--- config.mk ---
export PLATFORM = sky130hd
export DESIGN_NAME = wb_port_arbiter_flat
export DESIGN_NICKNAME = d
export VERILOG_FILES = /design/src/rtl/wb_port_arbiter_if.sv /design/src/rtl/wb_port_arbiter.sv /design/src/flat_wrapper.sv
export SDC_FILE = /design/constraint.sdc
export NUM_CORES = 1
export LEC_CHECK = 0
export CORE_MARGIN = 1
export CORE_UTILIZATION = 25
export CTS_BUF_LIST = sky130_fd_sc_hd__clkbuf_8 sky130_fd_sc_hd__clkbuf_16
export DETAILED_ROUTE_END_ITERATION = 10
export PLACE_DENSITY_LB_ADDON = 0.15
export SYNTH_ARGS = -nofsm -noshare
export SYNTH_HDL_FRONTEND = slang
export SYNTH_SLANG_ARGS = --single-unit
--- constraint.sdc ---
create_clock -name clk -period 13.86 [get_ports clk]
set_clock_uncertainty 0.15 [all_clocks]
set_input_delay 4.158 -clock clk [delete_from_list [all_inputs] [get_ports clk]]
set_output_delay 4.158 -clock clk [all_outputs]
set_load 0.02 [all_outputs]
--- src/rtl/wb_port_arbiter_if.sv ---
// Writeback bus between the FU result slots and the PRF write / ROB finish ports.
// Per-FU fields are packed flat with FU i in slice i; per-port fields likewise with port j in slice j.
interface wb_port_arbiter_if #(
    parameter int NUM_FU    = 4,
    parameter int NUM_PORTS = 2,
    parameter int PRF_AW    = 7,
    parameter int ROB_IDW   = 6
);
    logic [NUM_FU-1:0]           fu_valid;
    logic [NUM_FU-1:0]           fu_ready;
    logic [NUM_FU-1:0]           fu_prf_we;
    logic [NUM_FU*PRF_AW-1:0]    fu_prf_addr;
    logic [NUM_FU*32-1:0]        fu_prf_data;
    logic [NUM_FU*ROB_IDW-1:0]   fu_rob_id;
    logic [NUM_FU-1:0]           fu_br_taken;
    logic [NUM_FU*32-1:0]        fu_br_addr;
    logic [NUM_FU-1:0]           fu_exc;
    logic [NUM_FU*5-1:0]         fu_exc_code;

    logic [NUM_PORTS-1:0]         wb_valid;
    logic [NUM_PORTS-1:0]         wb_prf_we;
    logic [NUM_PORTS*PRF_AW-1:0]  wb_prf_addr;
    logic [NUM_PORTS*32-1:0]      wb_prf_data;
    logic [NUM_PORTS*ROB_IDW-1:0] wb_rob_id;
    logic [NUM_PORTS-1:0]         wb_br_taken;
    logic [NUM_PORTS*32-1:0]      wb_br_addr;
    logic [NUM_PORTS-1:0]         wb_exc;
    logic [NUM_PORTS*5-1:0]       wb_exc_code;

    modport master (
        output fu_valid, fu_prf_we, fu_prf_addr, fu_prf_data, fu_rob_id,
               fu_br_taken, fu_br_addr, fu_exc, fu_exc_code,
        input  fu_ready,
        input  wb_valid, wb_prf_we, wb_prf_addr, wb_prf_data, wb_rob_id,
               wb_br_taken, wb_br_addr, wb_exc, wb_exc_code
    );

    modport slave (
        input  fu_valid, fu_prf_we, fu_prf_addr, fu_prf_data, fu_rob_id,
               fu_br_taken, fu_br_addr, fu_exc, fu_exc_code,
        output fu_ready,
        output wb_valid, wb_prf_we, wb_prf_addr, wb_prf_data, wb_rob_id,
               wb_br_taken, wb_br_addr, wb_exc, wb_exc_code
    );
endinterface

--- src/rtl/wb_port_arbiter.sv ---
// Shares NUM_PORTS PRF-write/ROB-finish ports among NUM_FU one-entry result slots; WB_ARB_RR_EN selects round-robin over fixed priority.
// Latency: 2 cycles fu_valid -> wb_valid (slot register, then output register).
// Backpressure: fu_ready[i] drops while slot i is full and not granted this cycle; forced low in rst/flush.
module wb_port_arbiter #(
    parameter int NUM_FU    = 4,
    parameter int NUM_PORTS = 2,
    parameter int PRF_AW    = 7,
    parameter int ROB_IDW   = 6
) (
    input logic              clk,
    input logic              rst,
    input logic              flush,
    wb_port_arbiter_if.slave bus
);
    localparam int IDXW = (NUM_FU > 1) ? $clog2(NUM_FU) : 1;

    typedef struct packed {
        logic               prf_we;
        logic [PRF_AW-1:0]  prf_addr;
        logic [31:0]        prf_data;
        logic [ROB_IDW-1:0] rob_id;
        logic               br_taken;
        logic [31:0]        br_addr;
        logic               exc;
        logic [4:0]         exc_code;
    } pkt_t;

    logic                 kill;
    pkt_t                 fu_pkt     [NUM_FU];
    pkt_t                 hold_pkt_q [NUM_FU];
    logic [NUM_FU-1:0]    hold_valid_q, hold_valid_d;
    logic [NUM_FU-1:0]    grant, ready, accept;
    logic [NUM_PORTS-1:0] port_vld, wb_valid_q;
    logic [IDXW-1:0]      port_idx   [NUM_PORTS];
    pkt_t                 wb_pkt_q   [NUM_PORTS];
`ifdef WB_ARB_RR_EN
    logic [IDXW-1:0]      rr_ptr_q, rr_ptr_d, last_idx;
`endif

    assign kill = rst | flush;

    always_comb begin
        for (int i = 0; i < NUM_FU; i++) begin
            fu_pkt[i].prf_we   = bus.fu_prf_we[i];
            fu_pkt[i].prf_addr = bus.fu_prf_addr[i*PRF_AW +: PRF_AW];
            fu_pkt[i].prf_data = bus.fu_prf_data[i*32 +: 32];
            fu_pkt[i].rob_id   = bus.fu_rob_id[i*ROB_IDW +: ROB_IDW];
            fu_pkt[i].br_taken = bus.fu_br_taken[i];
            fu_pkt[i].br_addr  = bus.fu_br_addr[i*32 +: 32];
            fu_pkt[i].exc      = bus.fu_exc[i];
            fu_pkt[i].exc_code = bus.fu_exc_code[i*5 +: 5];
        end
    end

    // Scan looks only at registered slot state, so grant never depends on fu_valid.
    always_comb begin : grant_scan
        int              cnt;
        logic [IDXW-1:0] idx;
        cnt      = 0;
        idx      = '0;
        grant    = '0;
        port_vld = '0;
        for (int j = 0; j < NUM_PORTS; j++) port_idx[j] = '0;
`ifdef WB_ARB_RR_EN
        last_idx = rr_ptr_q;
`endif
        for (int k = 0; k < NUM_FU; k++) begin
`ifdef WB_ARB_RR_EN
            idx = IDXW'((int'(rr_ptr_q) + k) % NUM_FU);
`else
            idx = IDXW'(k);
`endif
            if (hold_valid_q[idx] && cnt < NUM_PORTS) begin
                grant[idx] = 1'b1;
                for (int j = 0; j < NUM_PORTS; j++) begin
                    if (j == cnt) begin
                        port_vld[j] = 1'b1;
                        port_idx[j] = idx;
                    end
                end
`ifdef WB_ARB_RR_EN
                last_idx = idx;
`endif
                cnt = cnt + 1;
            end
        end
    end

`ifdef WB_ARB_RR_EN
    assign rr_ptr_d = (int'(last_idx) == NUM_FU - 1) ? '0 : last_idx + IDXW'(1);
`endif

    assign ready        = kill ? '0 : (~hold_valid_q | grant);
    assign accept       = bus.fu_valid & ready;
    assign hold_valid_d = (hold_valid_q & ~grant) | accept;
    assign bus.fu_ready = ready;

    always_ff @(posedge clk) begin
        if (kill) begin
            hold_valid_q <= '0;
            wb_valid_q   <= '0;
            for (int j = 0; j < NUM_PORTS; j++) wb_pkt_q[j] <= '0;
`ifdef WB_ARB_RR_EN
            rr_ptr_q     <= '0;
`endif
        end else begin
            hold_valid_q <= hold_valid_d;
            wb_valid_q   <= port_vld;
            for (int j = 0; j < NUM_PORTS; j++) begin
                if (port_vld[j]) wb_pkt_q[j] <= hold_pkt_q[port_idx[j]];
            end
`ifdef WB_ARB_RR_EN
            if (|grant) rr_ptr_q <= rr_ptr_d;
`endif
        end
    end

    // accept is already gated off by rst/flush, so the payload needs no reset.
    always_ff @(posedge clk) begin
        for (int i = 0; i < NUM_FU; i++) begin
            if (accept[i]) hold_pkt_q[i] <= fu_pkt[i];
        end
    end

    assign bus.wb_valid = wb_valid_q;

    always_comb begin
        for (int j = 0; j < NUM_PORTS; j++) begin
            bus.wb_prf_we[j]                      = wb_pkt_q[j].prf_we;
            bus.wb_prf_addr[j*PRF_AW +: PRF_AW]   = wb_pkt_q[j].prf_addr;
            bus.wb_prf_data[j*32 +: 32]           = wb_pkt_q[j].prf_data;
            bus.wb_rob_id[j*ROB_IDW +: ROB_IDW]   = wb_pkt_q[j].rob_id;
            bus.wb_br_taken[j]                    = wb_pkt_q[j].br_taken;
            bus.wb_br_addr[j*32 +: 32]            = wb_pkt_q[j].br_addr;
            bus.wb_exc[j]                         = wb_pkt_q[j].exc;
            bus.wb_exc_code[j*5 +: 5]             = wb_pkt_q[j].exc_code;
        end
    end
endmodule

--- src/flat_wrapper.sv ---
// flat-port wrapper written by rule: the top's interface ports become plain ports
module wb_port_arbiter_flat 
#(
    parameter int NUM_FU    = 4,
    parameter int NUM_PORTS = 2,
    parameter int PRF_AW    = 7,
    parameter int ROB_IDW   = 6
)
  (clk, rst, flush, bus_fu_valid, bus_fu_prf_we, bus_fu_prf_addr, bus_fu_prf_data, bus_fu_rob_id, bus_fu_br_taken, bus_fu_br_addr, bus_fu_exc, bus_fu_exc_code, bus_fu_ready, bus_wb_valid, bus_wb_prf_we, bus_wb_prf_addr, bus_wb_prf_data, bus_wb_rob_id, bus_wb_br_taken, bus_wb_br_addr, bus_wb_exc, bus_wb_exc_code);
  wb_port_arbiter_if #(.NUM_FU(NUM_FU), .NUM_PORTS(NUM_PORTS), .PRF_AW(PRF_AW), .ROB_IDW(ROB_IDW)) bus_i ();
  input logic clk;
  input logic rst;
  input logic flush;
  input wire logic [$bits(bus_i.fu_valid)-1:0] bus_fu_valid;
  input wire logic [$bits(bus_i.fu_prf_we)-1:0] bus_fu_prf_we;
  input wire logic [$bits(bus_i.fu_prf_addr)-1:0] bus_fu_prf_addr;
  input wire logic [$bits(bus_i.fu_prf_data)-1:0] bus_fu_prf_data;
  input wire logic [$bits(bus_i.fu_rob_id)-1:0] bus_fu_rob_id;
  input wire logic [$bits(bus_i.fu_br_taken)-1:0] bus_fu_br_taken;
  input wire logic [$bits(bus_i.fu_br_addr)-1:0] bus_fu_br_addr;
  input wire logic [$bits(bus_i.fu_exc)-1:0] bus_fu_exc;
  input wire logic [$bits(bus_i.fu_exc_code)-1:0] bus_fu_exc_code;
  output wire logic [$bits(bus_i.fu_ready)-1:0] bus_fu_ready;
  output wire logic [$bits(bus_i.wb_valid)-1:0] bus_wb_valid;
  output wire logic [$bits(bus_i.wb_prf_we)-1:0] bus_wb_prf_we;
  output wire logic [$bits(bus_i.wb_prf_addr)-1:0] bus_wb_prf_addr;
  output wire logic [$bits(bus_i.wb_prf_data)-1:0] bus_wb_prf_data;
  output wire logic [$bits(bus_i.wb_rob_id)-1:0] bus_wb_rob_id;
  output wire logic [$bits(bus_i.wb_br_taken)-1:0] bus_wb_br_taken;
  output wire logic [$bits(bus_i.wb_br_addr)-1:0] bus_wb_br_addr;
  output wire logic [$bits(bus_i.wb_exc)-1:0] bus_wb_exc;
  output wire logic [$bits(bus_i.wb_exc_code)-1:0] bus_wb_exc_code;
  assign bus_i.fu_valid = bus_fu_valid;
  assign bus_i.fu_prf_we = bus_fu_prf_we;
  assign bus_i.fu_prf_addr = bus_fu_prf_addr;
  assign bus_i.fu_prf_data = bus_fu_prf_data;
  assign bus_i.fu_rob_id = bus_fu_rob_id;
  assign bus_i.fu_br_taken = bus_fu_br_taken;
  assign bus_i.fu_br_addr = bus_fu_br_addr;
  assign bus_i.fu_exc = bus_fu_exc;
  assign bus_i.fu_exc_code = bus_fu_exc_code;
  assign bus_fu_ready = bus_i.fu_ready;
  assign bus_wb_valid = bus_i.wb_valid;
  assign bus_wb_prf_we = bus_i.wb_prf_we;
  assign bus_wb_prf_addr = bus_i.wb_prf_addr;
  assign bus_wb_prf_data = bus_i.wb_prf_data;
  assign bus_wb_rob_id = bus_i.wb_rob_id;
  assign bus_wb_br_taken = bus_i.wb_br_taken;
  assign bus_wb_br_addr = bus_i.wb_br_addr;
  assign bus_wb_exc = bus_i.wb_exc;
  assign bus_wb_exc_code = bus_i.wb_exc_code;
  wb_port_arbiter #(.NUM_FU(NUM_FU), .NUM_PORTS(NUM_PORTS), .PRF_AW(PRF_AW), .ROB_IDW(ROB_IDW)) u_core (.clk(clk), .rst(rst), .flush(flush), .bus(bus_i));
endmodule
==> key figures, run 1 <==
Status
  • Outcome: complete, no violations

Job
  • Maxcap violations: 0

Logic synthesis
  • Largest area contributor in the netlist: edfxtp_1
  • Main synth FF type: edfxtp_1
  • Simple-gate share of the synthesized area: 0.0342
  • Area fraction of the dominant cell type after synthesis: 0.757
  • EDFF count, synth: 510
  • Unique cell type count in the Yosys netlist: 33
  • Mux cell area share after synthesis: 0
  • Synth Area in XOR/XNOR: 0
  • Synth area leaders: edfxtp_1 (76%), a21oi_1 (4.3%), a221oi_1 (3.7%)
  • Most numerous cell in the Yosys netlist: edfxtp_1
  • Synth Area in Adders: 0.00347
  • Synth top cells by count: edfxtp_1 (510), a21oi_1 (174), o21ai_0 (86)
  • Syn avg cell area: roughly 16 µm²
  • Synthesized Nets: 1629
  • FF+latch count, synth: 516
  • Mapped cell area: 20200 µm²
  • Fraction of registers with async set/reset: 0
  • Mapped Cells: 1277
  • Compound-Gate Fraction of Synth Area: 0.173
  • Sequential cell area fraction in the yosys report: 0.763
  • Largest family of logic cells by synthesized area: compound AO/OA/AOI/OAI gates
  • Synth warn: 0

Layout
  • Final Util: 0.358
  • Nets: 2114
  • Area grow syn2layout: 40.7%
  • Share of post-route cells with drive strength above 1: 0.0674
  • Sequential cell area: 15400 µm²
  • Filler Cell Count: about 7500
  • Cell area after layout: 28500 µm²
  • Multi-input gate area: around 4400 µm²

Critical path
  • RR Endpoint: u_core.wb_pkt_q[0][5]
  • Critical R2R Launch: u_core.hold_valid_q[1]
  • CP Launch Type: primary input
  • Arr. time, crit path: 5980 ps
  • Critical path class: in -> out
  • CP required: 9550 ps
  • Path depth of the worst reg2reg path: 8
  • Flop-to-flop setup slack: 9690 ps
  • Crit-path max FO: 8
  • CP endpoint kind: primary output

Clock tree
  • CTS tree: built
  • Clock latency on the worst-skew pair: 630 ps
  • CTS Hold Bufs: 0
  • Post-cts resize count: 0
  • Num CTS Buffers: 61
  • CTS H-tree depth: 2
  • Post-CTS setup buffers: 0
  • Clock-pin slew on the worst setup and hold paths: approximately 60 ps
  • Clk sink count: approximately 520
  • Clock Path Buffers: 3
  • CTS Root Cell: clkbuf_16

STA
  • Final setup viols: 0
  • F_max: 97.2 MHz
  • RSZ-0062 raised after global routing: no
  • Setup tns final: 0 ps
  • Fin crit period: approximately 10000 ps
  • Final hold violation count: 0
  • Fin worst setup slack: 3580 ps
  • Least-Margin Pin Slew: approximately 1200 ps
  • Slew headroom: 0.231
  • Fin. max-slew vios: 0
  • Crit share post-route: 0.742

Floorplan
  • Die Y: around 290 µm
  • Initial Util: 0.254
  • Core Region: 79500 µm²
  • Io pins: 523
  • Die ar.: 82000 µm²
  • Die X: 286 µm
  • Site Rows: 103

Global route
  • Overall Global Routing Usage: 0.190
  • First-pass GRT wire length: about 110000 µm
  • Number of antenna violations at the first check in global routing: 10
  • Largest net degree at the start of global routing: 171
  • Vias in the first global route: approximately 16000
  • Remaining Overflow, GRT: 0

Placed design
  • DPL Wire Length: 46100 µm
  • GP Congestion: 0.748
  • Dpl cell area: 26500 µm²
  • Pre-CTS WS: 3570 ps
  • IO Port Bufs: 522

Routing
  • DR pass1 iterations: 5
  • DR WL/cell: 28.2 µm
  • Total vias in the final route: 14800
  • 1st-iter DRT viols: between 1000 and 1500
  • ANT nets after route: 0
  • Routed wire length: 80700 µm
  • Vias/cell: 5.16
  • DRC Markers: 0

Power
  • Power density over the cells: 137 nW/µm²
  • VDD IR max: 0.0795 mV
  • Pleak: 9.20 nW

Hold path
  • Hold EP: u_core.wb_pkt_q[0][76]
  • Min-delay src: u_core.hold_pkt_q[3][76]
  • HP Class: reg -> reg
  • Hold Path Depth: 2
stage by stage:
stage / power [W] / instances / hold WS [ps]
after global routing: 0.00403 / 2864 / 519
after floorplan: 0.00208 / 1277 / 413
after CTS: 0.00395 / 2859 / 488
final: 0.00391 / 2865 / 487
after global placement: 0.00237 / 2749 / 467
after detailed placement: 0.00238 / 2749 / 471
worst max-delay path by stage:
| stage | startpoint | end | slack, ps | depth (start not counted) |
|---|---|---|---|---|
| 2_1_floorplan | flush | bus_fu_ready[2] | 4650 | 3 |
| 3_3_place_gp | flush | bus_fu_ready[2] | 3580 | 4 |
| 3_5_place_dp | flush | bus_fu_ready[0] | 3570 | 4 |
| 4_1_cts | flush | bus_fu_ready[2] | 3560 | 4 |
| 5_1_grt | flush | bus_fu_ready[0] | 3510 | 4 |
| 6_report | flush | bus_fu_ready[2] | 3580 | 4 |
cell usage in the layout (no fill, tap or decap), drive strengths merged, types with 2 or more instances in the layout:
cell / synthesis / layout
nor2: 4 / 4
edfxtp: 510 / 510
dfxtp: 6 / 6
or3: 85 / 85
nor3b: 2 / 2
ha: 4 / 4
diode: 0 / 6
inv: 5 / 23
nand2: 3 / 3
a31oi: 2 / 2
o21ai: 86 / 86
clkdlybuf4s50: 0 / 522
nor2b: 3 / 3
a21oi: 174 / 174
a22oi: 85 / 85
clkbuf: 78 / 67
a221oi: 86 / 86
clkinvlp: 0 / 2
and2: 7 / 7
nand2b: 2 / 2
o221ai: 85 / 85
buf: 42 / 20
bufinv: 0 / 4
clkinv: 0 / 19
power breakdown:
group,internal (W),total [W],switching (W)
clock network,0.000907,0.00157,0.000660
registers,0.00184,0.00188,0.0000435
logic,0.000219,0.000460,0.000241
total,0.00296,0.00391,0.000945
routing by layer:
| metal | vias up | track usage | wire (µm) |
|---|---|---|---|
| met1 | 7563 | 0.229 | 31700 |
| met2 | 719 | 0.329 | 40500 |
| met4 | 10 | 0.0710 | 2270 |
| met5 | - | 0 | 62 |
| met3 | 155 | 0.0439 | 6110 |
| li1 | 6324 | - | - |
sequential cells by signal (all words and copies together) (netlist names):
register	flops
u_core.hold_valid_q	4
u_core.wb_pkt_q	170
u_core.hold_pkt_q	340
u_core.bus.wb_valid	2
critical path, cell delays in order:
cell,delay [ps]
clkdlybuf4s50_1,410
or2_1,410
a21oi_1,260
clkdlybuf4s50_1,740
final cells by class:
cell class,count,area share
well taps,1050,0.0462
inverters,5,0.000659
clock buffers,67,0.0573
repair buffers,542,0.189
flip-flops and latches,516,0.542
multi-input cells,636,0.153
diodes,6,0.000528
clock inverters,43,0.0104
kinds of logic (layout without fill, tap and decap cells):
| group | after synthesis | after routing |
|---|---|---|
| adders and majority gates | 5 | 5 |
| DFF | 516 | 516 |
| other | 0 | 6 |
| AOI/OAI and AO/OA | 520 | 520 |
| and+or+nand+nor | 111 | 111 |
| buffers and inverters | 125 | 657 |
Power figures use the tool's default switching activity.
==> run 2: changes to the inputs <==
clock period = 10.6 ns   (was 13.86 ns; I/O delays follow)
==> run 2 against run 1 <==
Against the previous run:
- worst hold slack got worse by 6.9 ps
- critical path type unchanged
- clock power rose by 34%
- count of clock-buffer cells in the layout fell by 6
- final cell count barely moved
- critical endpoint is now bus_fu_ready[1]
- critical path depth did not move
- via count fell by 0.24%
- global-route usage fell by 0.15 points
- register-to-register slack got worse by 3300 ps
==> key figures, run 2 (same netlist as run 1, synthesis figures left out) <==
Floorplan
  • Die X: 286 µm (unchanged)
  • Die ar.: 82000 µm² (unchanged)
  • Die Y: 286 µm (unchanged)
  • Site Rows: 103 (unchanged)
  • Initial Util: 0.254 (unchanged)
  • Io pins: 523 (unchanged)
  • Core Region: 79500 µm² (unchanged)

Global route
  • Largest net degree at the start of global routing: 171 (unchanged)
  • Number of antenna violations at the first check in global routing: 14 (was 10)
  • First-pass GRT wire length: 111000 µm (was 112000 µm)
  • Vias in the first global route: 15300 (was 15500)
  • Overall Global Routing Usage: 0.188 (was 0.190)
  • Remaining Overflow, GRT: 0 (unchanged)

Layout
  • Most frequent cells in the layout: clkdlybuf4s50_1 (522), edfxtp_1 (510), a21oi_1 (174), o21ai_0 (86) (unchanged)
  • Max reg flops: 340 (unchanged)
  • Share of post-route cells with drive strength above 1: 0.0664 (was 0.0674)
  • Area grow syn2layout: 41.0% (was 40.7%)
  • Nets: 2112 (was 2114)
  • Biggest regs: u_core.hold_pkt_q x340, u_core.wb_pkt_q x170, u_core.hold_valid_q x4 (unchanged)
  • Final Util: 0.359 (was 0.358)
  • Biggest register: u_core.hold_pkt_q (unchanged)
  • Most common cell after layout, fill and taps aside: clkdlybuf4s50_1 (unchanged)

Critical path
  • Arr. time, crit path: 4960 ps (was 5980 ps)
  • CP required: 7270 ps (was 9550 ps)
  • CP endpoint kind: primary output (unchanged)
  • CP Launch Type: primary input (unchanged)
  • Crit-path max FO: 10 (was 8)
  • Critical path class: in -> out (unchanged)

Placed design
  • IO Port Bufs: 522 (unchanged)
  • DPL Wire Length: 45700 µm (was 46100 µm)
  • GP Congestion: 0.753 (was 0.748)

Power
  • VDD IR max: 0.0903 mV (was 0.0795 mV)
  • Power density over the cells: 181 nW/µm² (was 137 nW/µm²)
  • Pleak: 9.18 nW (was 9.20 nW)

Routing
  • Vias/cell: 5.14 (was 5.16)
  • Total vias in the final route: 14700 (was 14800)
  • 1st-iter DRT viols: 1357 (was 1210)
  • DR WL/cell: 28.0 µm (was 28.2 µm)
  • Routed wire length: 80200 µm (was 80700 µm)
  • DR pass1 iterations: 5 (unchanged)
  • ANT nets after route: 0 (unchanged)
  • DRC Markers: 0 (unchanged)

STA
  • F_max: 121 MHz
  • Fin. max-slew vios: 0 (unchanged)
  • RSZ-0062 raised after global routing: no (unchanged)
  • Setup tns final: 0 ps (unchanged)
  • Least-Margin Pin Slew: 1170 ps (was 1150 ps)
  • Final hold violation count: 0 (unchanged)
  • Crit share post-route: 0.782
  • Fin crit period: 8290 ps
  • Slew headroom: 0.218 (was 0.231)
  • Final setup viols: 0 (unchanged)

Clock tree
  • Clock latency on the worst-skew pair: 610 ps (was 630 ps)
  • CTS Root Cell: clkbuf_16 (unchanged)
  • Clock Path Buffers: 3 (unchanged)
  • Post-CTS setup buffers: 0 (unchanged)
  • Post-cts resize count: 0 (unchanged)
  • Clk sink count: 516 (unchanged)
  • Num CTS Buffers: 60 (was 61)
  • CTS Hold Bufs: 0 (unchanged)
  • CTS H-tree depth: 2 (unchanged)
  • Clock-pin slew on the worst setup and hold paths: 60 ps (about the same)
  • CTS tree: built (unchanged)

Job
  • Maxcap violations: 0 (unchanged)

Hold path
  • HP Class: reg -> reg (unchanged)

Status
  • Outcome: complete, no violations (unchanged)
==> run 2: changes by cell type in the layout (fill, tap and decap cells not counted), moves of 2 or more <==
cell	previous run	this run
clkinvlp_4	2	6
clkbuf_8	4	0
clkinv_2	9	6
bufinv_16	4	9
clkinv_1	9	14
clkbuf_16	63	61
inv_1	20	14
diode_2	6	11
==> run 2: area by class of cell <==
type	instances	area [µm²]
antenna	11	27.5
tap	1050	1310
inverter	5	18.8
fill	7515	51000
clock buffer	61	1530
clock inverter	47	448
timing repair buffer	541	5380
multi-input combinational	636	4360
sequential	516	15400
==> run 2: power breakdown <==
| part | switching (W) | internal [W] |
|---|---|---|
| Clock | 0.000851 | 0.00125 |
| Sequential | 0.0000576 | 0.00240 |
| Combinational | 0.000314 | 0.000286 |
==> run 2: path summary, 6_finish.rpt <==
kind	from	endpoint	slack, ps	depth (start not counted)
worst max-delay path	flush	bus_fu_ready[1]	2310	4
worst min-delay path	u_core.hold_valid_q[2]	u_core.hold_valid_q[2]	480	2
worst max register to register	u_core.hold_valid_q[1]	u_core.wb_pkt_q[0][126]	6350	8
worst min register to register	u_core.hold_valid_q[2]	u_core.hold_valid_q[2]	480	2
==> run 2: per-layer routing <==
metal	share of wire	up-vias	GRT usage
met5	0.00049	-	0
met4	0.024	6	0.0668
met3	0.072	138	0.0412
met2	0.50	714	0.324
met1	0.40	7543	0.232
li1	-	6334	-
==> run 2: critical path, stage by stage <==
cell and delay [ps]:
clkdlybuf4s50_1 390, or2_1 400, inv_2 310, clkdlybuf4s50_1 670
==> run 2: metrics by stage <==
stage	power, W	setup WS (ps)	hold WS (ps)	instances	area (µm²)
floorplan	0.00272	3340	413	1277	20200
global placement	0.00310	2260	464	2748	26500
detailed placement	0.00311	2290	469	2748	26500
CTS	0.00522	2280	487	2856	28500
global route	0.00532	2230	505	2865	28500
finish	0.00516	2310	480	2867	28500
